### config.mk
export PLATFORM = sky130hd
export DESIGN_NAME = in_buf
export DESIGN_NICKNAME = d
export VERILOG_FILES = /design/src/rtl/systola_pkg.sv /design/src/rtl/in_buf_mem.sv /design/src/rtl/in_buf.sv
export SDC_FILE = /design/constraint.sdc
export NUM_CORES = 1
export LEC_CHECK = 0
export BUFFER_PORTS_ARGS = -buffer_cell sky130_fd_sc_hd__buf_2
export CAP_MARGIN = 30
export CORE_MARGIN = 1.5
export CORE_UTILIZATION = 50
export DETAILED_ROUTE_END_ITERATION = 7
export PLACE_DENSITY = 0.73
export SYNTH_ARGS = -nofsm -noshare
export SYNTH_HDL_FRONTEND = slang
export SYNTH_SLANG_ARGS = --single-unit
export TNS_END_PERCENT = 10
### constraint.sdc
create_clock -name clk -period 6.2 [get_ports clk]
set_clock_uncertainty 0.2 [all_clocks]
set_input_delay 0.62 -clock clk [delete_from_list [all_inputs] [get_ports clk]]
set_output_delay 0.62 -clock clk [all_outputs]
set_load 0.1 [all_outputs]
### src/rtl/systola_pkg.sv
// Shared types and defaults for the systolic array datapath.
package systola_pkg;

  localparam int unsigned DATA_W = 8;

  typedef logic [DATA_W-1:0] data_t;

endpackage

### src/rtl/in_buf_mem.sv
// DEPTH x WIDTH register array: synchronous write port, asynchronous read port,
// and a synchronous clear that zeroes the first PADDING entries.
module in_buf_mem
  import systola_pkg::*;
#(
  parameter int unsigned WIDTH   = DATA_W,
  parameter int unsigned DEPTH   = 16,
  parameter int unsigned PADDING = 0,
  parameter int unsigned AW      = $clog2(DEPTH)
) (
  input  logic             clk,
  input  logic             clr,
  input  logic             we,
  input  logic [AW-1:0]    waddr,
  input  logic [WIDTH-1:0] wdata,
  input  logic [AW-1:0]    raddr,
  output logic [WIDTH-1:0] rdata
);

  logic [WIDTH-1:0] mem_q [DEPTH];
  logic [WIDTH-1:0] mem_d [DEPTH];

  always_comb begin
    mem_d = mem_q;
    if (clr) begin
      // Only the padding entries are zeroed; the rest are unreachable until written.
      for (int unsigned i = 0; i < DEPTH; i++) begin
        if (i < PADDING) mem_d[i] = '0;
      end
    end else if (we) begin
      mem_d[waddr] = wdata;
    end
  end

  always_ff @(posedge clk) begin
    mem_q <= mem_d;
  end

  assign rdata = mem_q[raddr];

endmodule

### src/rtl/in_buf.sv
// Input FIFO for one systolic lane; PADDING zero entries preloaded at reset
// skew this lane's stream relative to its neighbours.
module in_buf
  import systola_pkg::*;
#(
  parameter int unsigned WIDTH   = DATA_W,
  parameter int unsigned DEPTH   = 16,
  parameter int unsigned PADDING = 0
) (
  input  logic             clk,
  input  logic             rstn,
  input  logic             read,
  input  logic             write,
  input  logic [WIDTH-1:0] din,
  output logic             empty,
  output logic             full,
  output logic [WIDTH-1:0] dout
);

  localparam int unsigned AW = $clog2(DEPTH);
  localparam int unsigned CW = AW + 1;
  localparam logic [AW-1:0] WPTR_RST  = AW'(PADDING % DEPTH);
  localparam logic [CW-1:0] COUNT_RST = CW'(PADDING);
  localparam logic [CW-1:0] COUNT_MAX = CW'(DEPTH);

  if (PADDING > DEPTH) begin : g_bad_padding
    $error("in_buf: PADDING (%0d) must not exceed DEPTH (%0d)", PADDING, DEPTH);
  end
  if (DEPTH < 2 || (DEPTH & (DEPTH - 1)) != 0) begin : g_bad_depth
    $error("in_buf: DEPTH (%0d) must be a power of 2 and >= 2", DEPTH);
  end

  logic [AW-1:0]    wptr_q, wptr_d;
  logic [AW-1:0]    rptr_q, rptr_d;
  logic [CW-1:0]    count_q, count_d;
  logic [WIDTH-1:0] dout_q, dout_d;
  logic [WIDTH-1:0] rdata;
  logic             push, pop;

  assign empty = (count_q == '0);
  assign full  = (count_q == COUNT_MAX);

  // A read frees a slot in the same edge, so a full buffer still accepts a write alongside it.
  assign push = write && (!full || read) && !rstn;
  assign pop  = read && !empty;

  always_comb begin
    wptr_d  = wptr_q;
    rptr_d  = rptr_q;
    count_d = count_q;
    dout_d  = dout_q;
    if (rstn) begin
      wptr_d  = WPTR_RST;
      rptr_d  = '0;
      count_d = COUNT_RST;
      dout_d  = '0;
    end else begin
      if (push) wptr_d = wptr_q + 1'b1;
      if (pop)  rptr_d = rptr_q + 1'b1;
      if (read) dout_d = pop ? rdata : '0;
      case ({push, pop})
        2'b10:   count_d = count_q + 1'b1;
        2'b01:   count_d = count_q - 1'b1;
        default: count_d = count_q;
      endcase
    end
  end

  always_ff @(posedge clk) begin
    wptr_q  <= wptr_d;
    rptr_q  <= rptr_d;
    count_q <= count_d;
    dout_q  <= dout_d;
  end

  assign dout = dout_q;

  in_buf_mem #(
    .WIDTH  (WIDTH),
    .DEPTH  (DEPTH),
    .PADDING(PADDING)
  ) u_mem (
    .clk  (clk),
    .clr  (rstn),
    .we   (push),
    .waddr(wptr_q),
    .wdata(din),
    .raddr(rptr_q),
    .rdata(rdata)
  );

endmodule

### Word-level counts from Yosys, hierarchy flattened

Index checks and enable logic that the tools add are counted.

| storage, ports and cells | value |
|---|---|
| flip-flop bits (word level) | 149 |
| input bits | 12 |
| output and inout port bits | 10 |
| logic and storage cells | 52 |

| cells by class | value |
|---|---|
| add/sub/neg operators | 4 |
| magnitude comparators | 3 |
| eq/ne operators | 3 |
| muxes and demuxes | 8 |
| bitwise operators | 3 |
| reduce and logical (&&, ||, !) cells | 11 |

Operator list:

| kind | number |
|---|---|
| $bwmux W128 | 1 |
| $bmux W8 S4 | 1 |
| $demux W8 S4 | 1 |
| $mux W8 | 4 |
| $ge A5 B5 Y1 const B | 2 |
| $not A4 Y5 | 2 |
| $pmux W5 S2 | 1 |
| $add A4 B1 Y4 const B | 2 |
| $add A5 B1 Y5 const B | 1 |
| $eq A5 B5 Y1 const B | 1 |
| $logic_not A5 Y1 | 1 |
| $lt A5 B1 Y1 const B | 1 |
| $sub A5 B1 Y5 const B | 1 |
| $logic_and A1 B1 Y1 | 4 |
| $logic_not A1 Y1 | 3 |
| $eq A2 B1 Y1 const B | 1 |
| $eq A2 B2 Y1 const B | 1 |
| $reduce_and A2 Y1 | 1 |
| $reduce_bool A2 Y1 | 1 |
| $logic_or A1 B1 Y1 | 1 |
| $not A1 Y1 | 1 |

### Longest topological paths before layout

Gate-level depths: netlist of the first run.

| logic depth | value |
|---|---|
| word-level depth | 7 |
| gate-level depth with buffers | 10 |
| gate-level depth less buffers | 9 |

### Cells and area by module

Synthesis of the first run repeated with hierarchy kept, for this count alone.

| unflattened totals | value |
|---|---|
| cells, all modules | 339 |
| area total of the unflattened synthesis | 6037.0 µm² |

By module, submodules not included:

| module | times used | cells each | area each (µm²) | seq. area each (µm²) |
|---|---|---|---|---|
| in_buf_mem | 1 | 222 | 4996.0 | 3843.7 |
| in_buf | 1 | 117 | 1041.0 | 420.4 |

### Worst setup path after synthesis of the first run

Ideal clock, no wire load.

| path | value |
|---|---|
| path kind | input port to flip-flop |
| start | input port rstn |
| end | register count_q[4] |
| setup time | 0.121 ns |
| arrival time | 2.823 ns |
| required time | 5.879 ns |
| path slack | 3.056 ns |
| stages | 9 |
| path buffers | 1 |
| path through | clkbuf_1 a211oi_1 inv_1 ha_1 fa_1 a21o_1 a21oi_1 mux2i_1 mux2_2 |

| on the way | value |
|---|---|
| cells in the longest elaborated chain, start to end | 4 |
| elaborated cells on any way between the ends | 6 |
| those cells by class | 2 x eq/ne; 1 x mux; 3 x reduce/logical |

Ends and longest elaborated chain:

| item | line | source |
|---|---|---|
| start, declared | in_buf.sv:11 | `input logic rstn,` |
| $logic_not A1 Y1 | in_buf.sv:44 | `assign push = write && (!full \|\| read) && !rstn;` |
| $logic_and A1 B1 Y1 | in_buf.sv:44 |  |
| $eq A2 B1 Y1 or $eq A2 B2 Y1 (tied branches) | in_buf.sv:61 | `case ({push, pop})` |
| $pmux W5 S2 or $reduce_bool A2 Y1 (tied branches) | - |  |
| end signal, assigned | in_buf.sv:72 | `count_q <= count_d;` |
| end, declared | in_buf.sv:35 | `logic [CW-1:0] count_q, count_d;` |

Parallel ways exist; a longest one is shown, timed or not.
A chain may end at the register's enable or synchronous reset.

### Final worst setup path of the first run

| path | value |
|---|---|
| start | register count_q[0] |
| end | register count_q[4] |

| on the way | value |
|---|---|
| cells in the longest elaborated chain, start to end | 7 |
| elaborated cells on any way between the ends | 14 |
| those cells by class | 2 x add/sub; 3 x eq/ne; 1 x mux; 8 x reduce/logical |

Ends and longest elaborated chain:

| item | line | source |
|---|---|---|
| $eq A5 B5 Y1 | in_buf.sv:41 | `assign full = (count_q == COUNT_MAX);` |
| $logic_not A1 Y1 | in_buf.sv:44 |  |
| $logic_or A1 B1 Y1 | in_buf.sv:44 |  |
| $logic_and A1 B1 Y1 (2 in series) | in_buf.sv:44 |  |
| $eq A2 B1 Y1 or $eq A2 B2 Y1 (tied branches) | in_buf.sv:61 |  |
| $pmux W5 S2 or $reduce_bool A2 Y1 (tied branches) | - |  |

Parallel ways exist; a longest one is shown, timed or not.

==> impl_summary.log, run 1 <==
INFO  metric fraction_of_post_synthesis_cell_area_in_the_top_cell_type_by_area = about 64%
INFO  metric design.die.area = 12700 um2
INFO  metric ys_types = 33
INFO  metric syn_nets = roughly 360
INFO  metric cap_viol_max_count = 0
INFO  metric synth_area_leader_cell = sky130_fd_sc_hd__edfxtp_1
INFO  metric design.portCount = 22
INFO  metric failing_checks = design-rule violations
INFO  metric place.port_buffers = 21
INFO  metric yosysSeqAreaShare = between 70% and 80%
INFO  metric fin_crit_sh = 53.2%
INFO  metric global_route.peak_usage_layer = met2
INFO  metric cts_post_setup_buffers_inserted = 0
INFO  metric nets = ~390
INFO  metric max-slew-margin-rel = a little under half
INFO  metric max_slew.worst_pin.slew = between 800 and 900 ps
INFO  metric cts_root_buf = sky130_fd_sc_hd__clkbuf_16
INFO  metric std_cell_rows = 39
INFO  metric setup_repair_after_global_routing_missed_its_margin = no
INFO  metric grt_antenna_before_repair = 0
INFO  metric clock.fmax = between 300 and 400 MHz
INFO  metric timing.final.crit_period = roughly 3300 ps
INFO  metric vdd_ir_drop_max = 0.194 mV
INFO  metric remaining_drc_errors = 3
INFO  metric drive_gt1_share = between 20% and 30%
INFO  metric critical_path.max_fanout = 8
INFO  metric post_synth.cell_area_avg = between 15 and 20 um2
INFO  metric power.density = between 400 and 500 nW/um2
INFO  metric postRouteWirelength = 11200 um
INFO  metric cts_buffers = 17
INFO  metric grt_overflow_total = 0
INFO  metric initial_utilization = around half
INFO  metric place_hpwl = just over 7000 um
INFO  metric criticalPathCategory = reg -> reg
INFO  metric final_core_util = roughly three fifths
INFO  metric p_leak = 0.00237 uW
INFO  metric timing.critical_path.slowest_cell_delay = 640 ps
INFO  metric post_cts_resized = 0
INFO  metric final-hold-violation-count = 0
INFO  metric die_height = between 100 and 150 um
INFO  metric numClockSinks = ~150
INFO  metric finish.cell_count_without_fillers = 520
INFO  metric synth_seq_cells = 149
INFO  metric min-delay-path-class = reg -> reg
INFO  metric cp-end-kind = flip-flop
INFO  metric postCtsHoldBufs = 0
INFO  metric outcome = finished, violations left
INFO  metric cts_max_path_buffers = 2
INFO  metric die_w = between 100 and 150 um
INFO  metric number_of_global_route_vias_before_repair = 3189
INFO  metric use_met2 = around 30%
INFO  metric grt_pass1_wl = between 15000 and 20000 um
INFO  metric finalSetupTns = 0 ps
INFO  metric global_route.usage.met1 = 27.4%
INFO  metric area_growth_syn_to_layout = 15.0%
INFO  metric cts_max_level = 4
INFO  metric fin_hold_ws = 264 ps
INFO  metric setup-violations-final = 0
INFO  metric placeableCoreArea = 11600 um2
INFO  metric critical_path_required = ~6300 ps
INFO  metric gp_congestion = roughly 0.80
INFO  metric ys_top_cells_by_area = sky130_fd_sc_hd__edfxtp_1 64%, sky130_fd_sc_hd__mux4_2 12%, sky130_fd_sc_hd__dfxtp_1 7.0%, sky130_fd_sc_hd__mux2i_1 3.3%, sky130_fd_sc_hd__nor2_1 2.9%
INFO  metric cp-start-kind = flip-flop
INFO  metric worstPathBufferInverterCount = 1
INFO  metric worstPathCellList = or4_4, o21ai_2, inv_1, ha_1, fa_1, a21o_1, a21oi_1, mux2i_1, mux2_2
INFO  metric avgRoutedWirePerCell = 21.5 um
INFO  metric postSynthCellCount = 334
INFO  metric critical_path.top_delay_family = adder cells
INFO  metric track_usage = around a fifth
INFO  metric final.fill_count = 811
INFO  metric grt_use_met3 = a little under 5%
INFO  metric clock_insertion_delay_worst_skew = between 400 and 500 ps
INFO  metric grt_max_degree = 36
INFO  metric cp_data_arrival_time = roughly 3400 ps
INFO  metric path_clk_slew = approximately 60 ps
INFO  metric insertedDiodeCount = 0
INFO  metric post_synth_instance_area = between 6000 and 7000 um2
INFO  metric maxSlewViolCount = 0
INFO  metric total_power = 2800 uW
INFO  metric detail_routed_via_count_per_cell = ~5.9
INFO  metric yosys_warnings = 0
INFO  metric dr_total_vias = 3060
INFO  metric ant_nets = 0
INFO  metric drt_iter0_drc = 285
INFO  metric crit_slowest_cell = sky130_fd_sc_hd__or4_4
INFO  metric tritoncts = yes
INFO  metric placed_cells_incl_taps = between 400 and 500
INFO  metric detailedRoute.firstPassIterationCount = 7
==> synthesized netlist by cell type <==
master / instances
sky130_fd_sc_hd__fa_1: 1
sky130_fd_sc_hd__or4_4: 1
sky130_fd_sc_hd__a21o_1: 2
sky130_fd_sc_hd__xnor2_1: 3
sky130_fd_sc_hd__nor2b_1: 2
sky130_fd_sc_hd__ha_1: 9
sky130_fd_sc_hd__buf_2: 4
sky130_fd_sc_hd__o211ai_1: 2
sky130_fd_sc_hd__nand2_1: 5
sky130_fd_sc_hd__o211ai_4: 1
sky130_fd_sc_hd__a211o_1: 8
sky130_fd_sc_hd__a211oi_1: 2
sky130_fd_sc_hd__o21a_1: 2
sky130_fd_sc_hd__nand2b_1: 3
sky130_fd_sc_hd__nor4_1: 1
sky130_fd_sc_hd__buf_4: 2
sky130_fd_sc_hd__nor2_1: 46
sky130_fd_sc_hd__buf_6: 1
sky130_fd_sc_hd__o21ai_1: 1
sky130_fd_sc_hd__dfxtp_1: 21
sky130_fd_sc_hd__nand3_1: 3
sky130_fd_sc_hd__mux2i_1: 20
sky130_fd_sc_hd__o2111ai_4: 1
sky130_fd_sc_hd__xor2_1: 5
sky130_fd_sc_hd__inv_1: 7
sky130_fd_sc_hd__mux4_2: 32
sky130_fd_sc_hd__mux2_2: 1
sky130_fd_sc_hd__o21ai_2: 1
sky130_fd_sc_hd__edfxtp_1: 128
sky130_fd_sc_hd__nor3_1: 5
sky130_fd_sc_hd__a21oi_1: 3
sky130_fd_sc_hd__clkbuf_1: 10
sky130_fd_sc_hd__o31ai_1: 1
==> through the flow <==
step / setup slack (ps) / instance area [um2]
finish: 2900 / 6910
global placement: 2790 / 6250
CTS: 2910 / 6910
floorplan: 3060 / 6000
detailed placement: 2690 / 6280
global route: 2700 / 6910
==> per-layer routing <==
metal,wire length [um],vias to the layer above
met4,159,0
met3,665,17
met1,4940,1584
met2,5430,95
met5,0,-
li1,-,1364
==> final cells by class <==
| type | instances | area [um2] | area share (%) |
|---|---|---|---|
| flip-flops and latches | 149 | 4270 | 61.8 |
| well taps | 143 | 179 | 2.59 |
| clock buffers | 29 | 606 | 8.77 |
| inverters | 7 | 26.3 | 0.381 |
| repair buffers | 28 | 178 | 2.57 |
| multi-input cells | 161 | 1630 | 23.6 |
| clock inverters | 3 | 22.5 | 0.326 |
==> placed cells by master, fill, tap and decap left out, types with 2 or more instances in the layout <==
cell type / count
sky130_fd_sc_hd__edfxtp_1: 128
sky130_fd_sc_hd__nor2_1: 46
sky130_fd_sc_hd__mux4_2: 32
sky130_fd_sc_hd__clkbuf_16: 21
sky130_fd_sc_hd__buf_2: 21
sky130_fd_sc_hd__mux2i_1: 20
sky130_fd_sc_hd__dfxtp_1: 20
sky130_fd_sc_hd__ha_1: 9
sky130_fd_sc_hd__a211o_1: 8
sky130_fd_sc_hd__inv_1: 7
sky130_fd_sc_hd__buf_4: 6
sky130_fd_sc_hd__nand2_1: 5
sky130_fd_sc_hd__nor3_1: 5
sky130_fd_sc_hd__xor2_1: 5
sky130_fd_sc_hd__clkbuf_8: 5
sky130_fd_sc_hd__nand2b_1: 3
sky130_fd_sc_hd__xnor2_1: 3
sky130_fd_sc_hd__a21oi_1: 3
sky130_fd_sc_hd__nand3_1: 3
sky130_fd_sc_hd__clkbuf_1: 3
sky130_fd_sc_hd__nor2b_1: 2
sky130_fd_sc_hd__a211oi_1: 2
sky130_fd_sc_hd__o211ai_1: 2
sky130_fd_sc_hd__a21o_1: 2
sky130_fd_sc_hd__o21a_1: 2
==> worst paths after layout <==
path | slack [ps] | cells after the start | end | startpoint
min | 260 | 1 | dout[1] | dout[1]
min reg2reg | 260 | 1 | dout[1] | dout[1]
max | 2900 | 9 | count_q[4] | count_q[0]
max reg2reg | 2900 | 9 | count_q[4] | count_q[0]
==> flip-flops by register name (all words and copies together), names as in the netlist <==
signal       flops
u_mem.mem_q    128
dout             8
count_q          5
rptr_q           4
wptr_q           4
==> where the power goes <==
group          switching [uW]  total [uW]  leakage (uW)  internal, uW
logic                     389         587      0.000736           198
registers                48.2        1180       0.00132          1130
clock network             373        1040      0.000311           664
==> logic make-up after synthesis <==
| logic type | Yosys count | synth area share, % |
|---|---|---|
| muxes | 53 | 15.5 |
| xor gates and xnor gates | 8 | 1.17 |
| and+or+nand+nor | 66 | 4.67 |
| adders and majority gates | 10 | 2.21 |
| AOI/OAI and AO/OA | 24 | 3.56 |
| buffers and inverters | 24 | 1.83 |
| DFF | 149 | 71.0 |
Note: power is estimated with default switching activity, not from simulation.
==> run 2: changes to the inputs <==
--- a/config.mk
+++ b/config.mk
@@ -5,12 +5,13 @@
 export SDC_FILE = /design/constraint.sdc
 export NUM_CORES = 1
 export LEC_CHECK = 0
+export ABC_AREA = 1
 export BUFFER_PORTS_ARGS = -buffer_cell sky130_fd_sc_hd__buf_2
 export CAP_MARGIN = 30
 export CORE_MARGIN = 1.5
 export CORE_UTILIZATION = 50
 export DETAILED_ROUTE_END_ITERATION = 7
-export PLACE_DENSITY = 0.73
+export PLACE_DENSITY = 0.72
 export SYNTH_ARGS = -nofsm -noshare
 export SYNTH_HDL_FRONTEND = slang
 export SYNTH_SLANG_ARGS = --single-unit
==> constraint.sdc (replaced) <==
create_clock -name clk -period 3.3 [get_ports clk]
set_clock_uncertainty 0.2 [all_clocks]
set_input_delay 0.33 -clock clk [delete_from_list [all_inputs] [get_ports clk]]
set_output_delay 0.33 -clock clk [all_outputs]
set_load 0.1 [all_outputs]
==> run 2 against run 1 <==
Utilization shrank 2.4 points. Clock power grew 72%. Flip-flop and latch count did not move. Synthesized cell count grew 100%. Critical path depth rose by 7. Via count rose by 48%. Sequential power is 88% higher. Routed wire length increased by 24%. The run now ends clean. Largest power group unchanged. Die area grew 9.8%. Combinational power grew to 2.6 times the previous value. Non-clock buffer count shrank 2. First-iteration DRC count is 52% higher.
==> impl_summary.log, run 2 <==
INFO  metric outcome = complete, no violations (was finished, violations left)
INFO  metric cp_data_arrival_time = 2770 ps (was 3400 ps)
INFO  metric drt_iter0_drc = 433 (was 285)
INFO  metric gp_congestion = 0.892 (was 0.805)
INFO  metric syn_nets = 691 (was 356)
INFO  metric p_sw = 1910 uW (was 811 uW)
INFO  metric synthArstFlopShare = 0% (unchanged)
INFO  metric max_slew.worst_pin.slew = 975 ps (was 805 ps)
INFO  metric yosysSeqAreaShare = 64.5% (was 71.0%)
INFO  metric path_clk_slew = 60 ps (about the same)
INFO  metric vdd_ir_drop_max = 0.447 mV (was 0.194 mV)
INFO  metric fraction_of_post_synthesis_cell_area_in_the_top_cell_type_by_area = 58.2% (was 64.0%)
INFO  metric postRouteWirelength = 13900 um (was 11200 um)
INFO  metric grt_antenna_before_repair = 0 (unchanged)
INFO  metric p_int = 3600 uW (was 1990 uW)
INFO  metric clock_insertion_delay_worst_skew = 430 ps (was 410 ps)
INFO  metric tritoncts = yes (unchanged)
INFO  metric cts_max_level = 4 (unchanged)
INFO  metric post_synth.cell_area_avg = 9.87 um2 (was 18.0 um2)
INFO  metric post_cts_resized = 0 (unchanged)
INFO  metric grt_max_degree = 65 (was 36)
INFO  metric remaining_drc_errors = 0 (was 3)
INFO  metric criticalPathCategory = reg -> reg (unchanged)
INFO  metric maxSlewViolCount = 0 (unchanged)
INFO  metric finish.cell_count_without_fillers = 873 (was 520)
INFO  metric nets = 711 (was 386)
INFO  metric cp-start-kind = flip-flop (unchanged)
INFO  metric worstPathCellList = inv_1, nand3_1, nor2_2, nand2_1, nand2_2, nor2_4, inv_2, ha_1, fa_1, nand3_1, nand2_1, a21oi_1, o21ai_0, nand2_1, nand2_1, nor2_1 (was or4_4, o21ai_2, inv_1, ha_1, fa_1, a21o_1, a21oi_1, mux2i_1, mux2_2)
INFO  metric clock.fmax = 384 MHz (was 303 MHz)
INFO  metric initial_utilization = 51.7% (was 51.9%)
INFO  metric fin_crit_sh = 79.0% (was 53.2%)
INFO  metric postCtsHoldBufs = 0 (unchanged)
INFO  metric max-slew-margin-rel = 34.7% (was 46.1%)
INFO  metric number_of_global_route_vias_before_repair = 4357 (was 3189)
INFO  metric switching_share = 34.6% (was 28.9%)
INFO  metric std_cell_rows = 41 (was 39)
INFO  metric track_usage = 21.4% (was 19.6%)
INFO  metric design.die.area = 13900 um2 (was 12700 um2)
INFO  metric crit_slowest_cell = sky130_fd_sc_hd__fa_1 (was sky130_fd_sc_hd__or4_4)
INFO  metric ant_nets = 0 (unchanged)
INFO  metric timing.critical_path.slowest_cell_delay = 430 ps (was 640 ps)
INFO  metric drive_gt1_share = 9.27% (was 25.2%)
INFO  metric setup_repair_after_global_routing_missed_its_margin = no (unchanged)
INFO  metric yosys_warnings = 0 (unchanged)
INFO  metric post_synth_instance_area = 6610 um2 (was 6000 um2)
INFO  metric min-delay-path-class = in -> reg (was reg -> reg)
INFO  metric synth_ff_type = sky130_fd_sc_hd__edfxtp_1 (unchanged)
INFO  metric grt_overflow_total = 0 (unchanged)
INFO  metric cts_root_buf = sky130_fd_sc_hd__clkbuf_16 (unchanged)
INFO  metric final_core_util = 57.3% (was 59.7%)
INFO  metric setup-violations-final = 0 (unchanged)
INFO  metric most_frequent_cells_in_the_layout = 216 x sky130_fd_sc_hd__nand2_1, 128 x sky130_fd_sc_hd__edfxtp_1, 100 x sky130_fd_sc_hd__inv_1, 90 x sky130_fd_sc_hd__nand3_1, 30 x sky130_fd_sc_hd__nor2_1 (was 128 x sky130_fd_sc_hd__edfxtp_1, 46 x sky130_fd_sc_hd__nor2_1, 32 x sky130_fd_sc_hd__mux4_2, 21 x sky130_fd_sc_hd__clkbuf_16, 21 x sky130_fd_sc_hd__buf_2)
INFO  metric placeableCoreArea = 12800 um2 (was 11600 um2)
INFO  metric power_share_of_the_sequential_group = 40.3% (was 42.0%)
INFO  metric hp-start = read (was dout[1])
INFO  metric post_synth_most_frequent_cells = 216 x sky130_fd_sc_hd__nand2_1, 128 x sky130_fd_sc_hd__edfxtp_1, 100 x sky130_fd_sc_hd__inv_1 (was 128 x sky130_fd_sc_hd__edfxtp_1, 46 x sky130_fd_sc_hd__nor2_1, 32 x sky130_fd_sc_hd__mux4_2)
INFO  metric critical_path_required = 3460 ps (was 6300 ps)
INFO  metric cp-end-kind = flip-flop (unchanged)
INFO  metric cts_max_path_buffers = 2 (unchanged)
INFO  metric postSynthCellCount = 669 (was 334)
INFO  metric finalSetupTns = 0 ps (unchanged)
INFO  metric dr_total_vias = 4516 (was 3060)
INFO  metric synth_most_common_cell = sky130_fd_sc_hd__nand2_1 (was sky130_fd_sc_hd__edfxtp_1)
INFO  metric cts_buffers = 17 (unchanged)
INFO  metric final.fill_count = 1070 (was 811)
INFO  metric cts_post_setup_buffers_inserted = 0 (unchanged)
INFO  metric cap_viol_max_count = 0 (unchanged)
INFO  metric largest_register_ffs = 128 (unchanged)
INFO  metric timing.final.crit_period = 2610 ps (was 3300 ps)
INFO  metric critical-path-top-cell-by-count = sky130_fd_sc_hd__nand2_1
INFO  metric count_of_flip_flops_with_a_built_in_enable_after_synthesis = 128 (unchanged)
INFO  metric r2r-start = count_q[1] (was count_q[0])
INFO  metric die_w = 118 um (was 113 um)
INFO  metric place_hpwl = 8590 um (was 7120 um)
INFO  metric design.portCount = 22 (unchanged)
INFO  metric placed_cells_incl_taps = 842 (was 488)
INFO  metric final-hold-violation-count = 0 (unchanged)
INFO  metric ys_types = 28 (was 33)
INFO  metric critical_path.max_fanout = 7 (was 8)
INFO  metric detail_routed_via_count_per_cell = 5.17 (was 5.88)
INFO  metric r2r_setup_slack = 690 ps (was 2900 ps)
INFO  metric fin_hold_ws = 39.6 ps (was 264 ps)
INFO  metric numClockSinks = 149 (unchanged)
INFO  metric clkPwrFrac = 32.5% (was 37.0%)
INFO  metric total_power = 5510 uW (was 2800 uW)
INFO  metric die_height = 118 um (was 113 um)
INFO  metric power.density = 753 nW/um2 (was 406 nW/um2)
INFO  metric synth_area_leader_cell = sky130_fd_sc_hd__edfxtp_1 (unchanged)
INFO  metric whs_endpoint = dout[7] (was dout[1])
INFO  metric avgRoutedWirePerCell = 15.9 um (was 21.5 um)
INFO  metric regMostFlops = u_mem.mem_q (unchanged)
INFO  metric timing.hold.worst_path_depth = 4 (was 1)
INFO  metric p_leak = 0.00316 uW (was 0.00237 uW)
INFO  metric synth_seq_cells = 149 (unchanged)
INFO  metric place.port_buffers = 21 (unchanged)
INFO  metric worst_reg2reg_path_depth = 16 (was 9)
INFO  metric mostFrequentLayoutCell = sky130_fd_sc_hd__nand2_1 (was sky130_fd_sc_hd__edfxtp_1)
INFO  metric detailedRoute.firstPassIterationCount = 5 (was 7)
INFO  metric grt_pass1_wl = 22400 um (was 17900 um)
INFO  metric ys_top_cells_by_area = sky130_fd_sc_hd__edfxtp_1 58%, sky130_fd_sc_hd__nand2_1 12%, sky130_fd_sc_hd__nand3_1 6.8%, sky130_fd_sc_hd__dfxtp_1 6.4%, sky130_fd_sc_hd__inv_1 5.7% (was sky130_fd_sc_hd__edfxtp_1 64%, sky130_fd_sc_hd__mux4_2 12%, sky130_fd_sc_hd__dfxtp_1 7.0%, sky130_fd_sc_hd__mux2i_1 3.3%, sky130_fd_sc_hd__nor2_1 2.9%)
INFO  metric area_growth_syn_to_layout = 10.9% (was 15.0%)
INFO  metric comb_power_share = 27.2% (was 21.0%)
INFO  metric insertedDiodeCount = 0 (unchanged)
INFO  metric endpoint_of_the_worst_register_to_register_path = count_q[4] (unchanged)
[run 2: changes by cell type in the layout (fill, tap and decap cells not counted), moves of 6 or more]
cell                      before  now
sky130_fd_sc_hd__mux2i_1      20    0
sky130_fd_sc_hd__inv_1         7  100
sky130_fd_sc_hd__o21ai_0       0    7
sky130_fd_sc_hd__nand2_1       5  216
sky130_fd_sc_hd__inv_2         0    6
sky130_fd_sc_hd__a21oi_1       3   18
sky130_fd_sc_hd__mux4_2       32    0
sky130_fd_sc_hd__nand3_1       3   90
sky130_fd_sc_hd__nor2_1       46   30
sky130_fd_sc_hd__a211o_1       8    0
[run 2: cell type report]
| class | count | area (um2) | area share, % |
|---|---|---|---|
| Clock inverter | 12 | 114 | 1.55 |
| Inverter | 108 | 408 | 5.57 |
| Timing Repair Buffer | 26 | 143 | 1.95 |
| Sequential cell | 149 | 4270 | 58.2 |
| Tap cell | 172 | 215 | 2.94 |
| Clock buffer | 19 | 433 | 5.91 |
| Multi-Input combinational cell | 387 | 1750 | 23.8 |
[run 2: stage by stage]
step           setup slack (ps)  area, um2
2_1_floorplan               180       6610
3_3_place_gp                783       6780
4_1_cts                     686       7320
6_report                    695       7320
3_5_place_dp                707       6780
5_1_grt                     499       7320
[run 2: how the worst max path moves through the flow]
| stage | start | endpoint | slack (ps) | cells after the start |
|---|---|---|---|---|
| 2_1_floorplan | count_q[2] | count_q[4] | 180 | 15 |
| 3_3_place_gp | count_q[1] | count_q[4] | 780 | 15 |
| 3_5_place_dp | count_q[1] | count_q[4] | 710 | 15 |
| 4_1_cts | count_q[1] | count_q[4] | 690 | 16 |
| 5_1_grt | count_q[1] | count_q[4] | 500 | 16 |
| 6_report | count_q[1] | count_q[4] | 690 | 16 |
[run 2: power by group through the flow]
stage / Clock, uW / Combinational, uW / Sequential (uW)
floorplan: 0 / 1060 / 2420
global placement: 0 / 1460 / 2250
detailed placement: 0 / 1490 / 2260
CTS: 1820 / 1500 / 2220
global route: 1890 / 1650 / 2230
finish: 1790 / 1500 / 2220
[run 2: logic make-up after synthesis]
group                    share of synthesized area [%]
AO/OA/AOI/OAI                                     2.50
buffers and inverters                             9.03
AND/OR/NAND/NOR                                   21.5
XOR/XNOR                                         0.398
flip-flops                                        64.5
adder cells (fa/ha/maj)                           2.01
[run 2: critical path: cells and delay by family (launching register included)]
kind            cells  cell delay, ps
compound gates      2             240
fa+ha+maj           2             710
buf+inv             2             150
flops               1             380
simple gates       10             860
[run 2: routing by layer]
metal / GRT usage (%) / routed length, um
met1: 26.5 / 5790
met2: 35.4 / 6930
met3: 5.38 / 886
met4: 9.83 / 271
met5: 0 / 0
==> run 3: changes to the inputs <==
==> constraint.sdc (replaced) <==
create_clock -name clk -period 2.7 [get_ports clk]
set_clock_uncertainty 0.2 [all_clocks]
set_input_delay 0.27 -clock clk [delete_from_list [all_inputs] [get_ports clk]]
set_output_delay 0.27 -clock clk [all_outputs]
set_load 0.1 [all_outputs]
==> run 3 against run 2 <==
The run now ends with negative hold slack left. Clock power rose by 18%. Count of clock-buffer cells in the layout fell by 2. Global-route usage rose by 1.2 points. Hold slack got worse by 45 ps. Via count rose by 4.1%. Total power rose by 23%. Utilization rose by 0.94 points. Fmax rose by 4.8%. Register-to-register slack got worse by 480 ps. First-iteration DRC count rose by 36%. Routed wire length rose by 6.6%. Critical endpoint is now count_q[3]. Largest cell class unchanged.
==> impl_summary.log, run 3 (synthesis gave the netlist of run 2 again) <==
INFO  metric outcome = finished, violations left (was complete, no violations)
INFO  metric failing_checks = negative hold slack
INFO  metric cts_max_path_buffers = 2 (unchanged)
INFO  metric fin_crit_sh = 92.0% (was 79.0%)
INFO  metric placed_cells_incl_taps = 852 (was 842)
INFO  metric design.portCount = 22 (unchanged)
INFO  metric setup_repair_after_global_routing_missed_its_margin = no (unchanged)
INFO  metric number_of_global_route_vias_before_repair = 4558 (was 4357)
INFO  metric ant_nets = 0 (unchanged)
INFO  metric initial_utilization = 51.7% (unchanged)
INFO  metric design.die.area = 13900 um2 (unchanged)
INFO  metric cp-start-kind = flip-flop (unchanged)
INFO  metric avgRoutedWirePerCell = 16.7 um (was 15.9 um)
INFO  metric clock_insertion_delay_worst_skew = 420 ps (was 430 ps)
INFO  metric die_height = 118 um (unchanged)
INFO  metric max_slew.worst_pin.slew = 745 ps (was 975 ps)
INFO  metric finish.cell_count_without_fillers = 888 (was 873)
INFO  metric track_usage = 22.6% (was 21.4%)
INFO  metric detail_routed_via_count_per_cell = 5.29 (was 5.17)
INFO  metric post-place-ws = 186 ps (was 707 ps)
INFO  metric most_frequent_cells_in_the_layout = 216 x sky130_fd_sc_hd__nand2_1, 128 x sky130_fd_sc_hd__edfxtp_1, 100 x sky130_fd_sc_hd__inv_1, 90 x sky130_fd_sc_hd__nand3_1, 30 x sky130_fd_sc_hd__nor2_1 (unchanged)
INFO  metric final_core_util = 58.3% (was 57.3%)
INFO  metric place.port_buffers = 21 (unchanged)
INFO  metric setup-violations-final = 0 (unchanged)
INFO  metric area_growth_syn_to_layout = 12.7% (was 10.9%)
INFO  metric clock.fmax = 402 MHz (was 384 MHz)
INFO  metric cts_buffers = 17 (unchanged)
INFO  metric path_clk_slew = 60 ps (about the same)
INFO  metric cap_viol_max_count = 0 (unchanged)
INFO  metric grt_max_degree = 65 (unchanged)
INFO  metric postRouteWirelength = 14800 um (was 13900 um)
INFO  metric cp-end-kind = flip-flop (unchanged)
INFO  metric min-delay-path-class = in -> reg (unchanged)
INFO  metric final_critical_path_setup_slack = 215 ps (was 695 ps)
INFO  metric numClockSinks = 149 (unchanged)
INFO  metric detailedRoute.firstPassIterationCount = 5 (unchanged)
INFO  metric r2r_setup_slack = 210 ps (was 690 ps)
INFO  metric timing.final.crit_period = 2490 ps (was 2610 ps)
INFO  metric grt_antenna_before_repair = 0 (unchanged)
INFO  metric drive_gt1_share = 11.6% (was 9.27%)
INFO  metric die_w = 118 um (unchanged)
INFO  metric final.fill_count = 992 (was 1070)
INFO  metric fin_hold_ws = -5.53 ps (was 39.6 ps)
INFO  metric cts_root_buf = sky130_fd_sc_hd__clkbuf_16 (unchanged)
INFO  metric mostFrequentLayoutCell = sky130_fd_sc_hd__nand2_1 (unchanged)
INFO  metric grt_overflow_total = 0 (unchanged)
INFO  metric total_power = 6780 uW (was 5510 uW)
INFO  metric max-slew-margin-rel = 50.1% (was 34.7%)
INFO  metric cp_data_arrival_time = 2600 ps (was 2770 ps)
INFO  metric critical_path_required = 2820 ps (was 3460 ps)
INFO  metric nets = 725 (was 711)
INFO  metric vdd_ir_drop_max = 0.534 mV (was 0.447 mV)
INFO  metric criticalPathCategory = reg -> reg (unchanged)
INFO  metric cts_max_level = 4 (unchanged)
INFO  metric power.density = 911 nW/um2 (was 753 nW/um2)
INFO  metric grt_pass1_wl = 23800 um (was 22400 um)
INFO  metric gp_congestion = 0.878 (was 0.892)
INFO  metric critical_path.max_fanout = 7 (unchanged)
INFO  metric place_hpwl = 9400 um (was 8590 um)
INFO  metric tritoncts = yes (unchanged)
INFO  metric dr_total_vias = 4700 (was 4516)
INFO  metric p_leak = 0.00322 uW (was 0.00316 uW)
INFO  metric regMostFlops = u_mem.mem_q (unchanged)
INFO  metric placeableCoreArea = 12800 um2 (unchanged)
INFO  metric largest_register_ffs = 128 (unchanged)
INFO  metric remaining_drc_errors = 0 (unchanged)
INFO  metric std_cell_rows = 41 (unchanged)
INFO  metric final-hold-violation-count = 1 (was 0)
INFO  metric insertedDiodeCount = 0 (unchanged)
INFO  metric maxSlewViolCount = 0 (unchanged)
INFO  metric drt_iter0_drc = 587 (was 433)
-- run 3: cell types whose count changed in the layout (fill, tap and decap cells not counted), sizes merged --
| cell | delta |
|---|---|
| buf | +13 |
| bufinv | -2 |
| clkbuf | -2 |
| clkinvlp | +2 |
| inv | +2 |
| clkinv | +1 |
| dlygate4sd3 | +1 |
-- run 3: area by class of cell --
type / count / area (um2) / share of cell area [%]
multi-input cells: 387 / 1770 / 23.8
clock inverters: 15 / 110 / 1.48
well taps: 172 / 215 / 2.89
flip-flops and latches: 149 / 4270 / 57.3
inverters: 108 / 408 / 5.48
clock buffers: 17 / 425 / 5.72
repair buffers: 40 / 250 / 3.36
-- run 3: where the power goes --
group	switching [uW]	leakage [uW]	internal (uW)	total, uW
logic	1460	0.00164	503	1960
registers	91.4	0.00133	2600	2700
clock network	948	0.000255	1180	2120
-- run 3: worst max-delay path: stages (launching register included) --
cell and delay, ps:
sky130_fd_sc_hd__dfxtp_1 330, sky130_fd_sc_hd__nor2_1 160, sky130_fd_sc_hd__nand3_1 140, sky130_fd_sc_hd__nor2_4 120, sky130_fd_sc_hd__nand2_1 90, sky130_fd_sc_hd__nand2_4 130
sky130_fd_sc_hd__nor2_4 60, sky130_fd_sc_hd__inv_2 90, sky130_fd_sc_hd__ha_4 170, sky130_fd_sc_hd__ha_1 290, sky130_fd_sc_hd__a21oi_1 180, sky130_fd_sc_hd__nand2_1 80
sky130_fd_sc_hd__xor2_1 140, sky130_fd_sc_hd__o21ai_0 140, sky130_fd_sc_hd__inv_1 60
-- run 3: worst paths after layout --
kind         cells after the start         end  startpoint
min                              3   wptr_q[1]       write
min reg2reg                      2     dout[1]     dout[1]
max                             14  count_q[3]  count_q[3]
max reg2reg                     14  count_q[3]  count_q[3]
-- run 3: metrics by stage --
step / TNS (ps) / instance area [um2] / hold WS, ps
2_1_floorplan: -60.0 / 6620 / 148
3_3_place_gp: 0 / 6870 / 255
3_5_place_dp: 0 / 6870 / 256
4_1_cts: 0 / 7410 / 23.7
5_1_grt: 0 / 7440 / 31.0
6_report: 0 / 7440 / -5.53
-- run 3: routing by layer --
metal  track usage (%)  share of wire (%)  vias to the layer above
met2              37.3                 50                      203
met3              4.55                6.1                       39
met4              10.2                3.4                        0
met1              28.7                 41                     2232
li1                  -                  -                     2226
met5                 0                  0                        -
-- run 3: what timing repair did --
item	CTS	global route
endpoints found under the setup margin	0	2
gates resized for setup	0	2
endpoints found under the hold margin	8	0
setup buffers	0	3
hold buffers	1	0
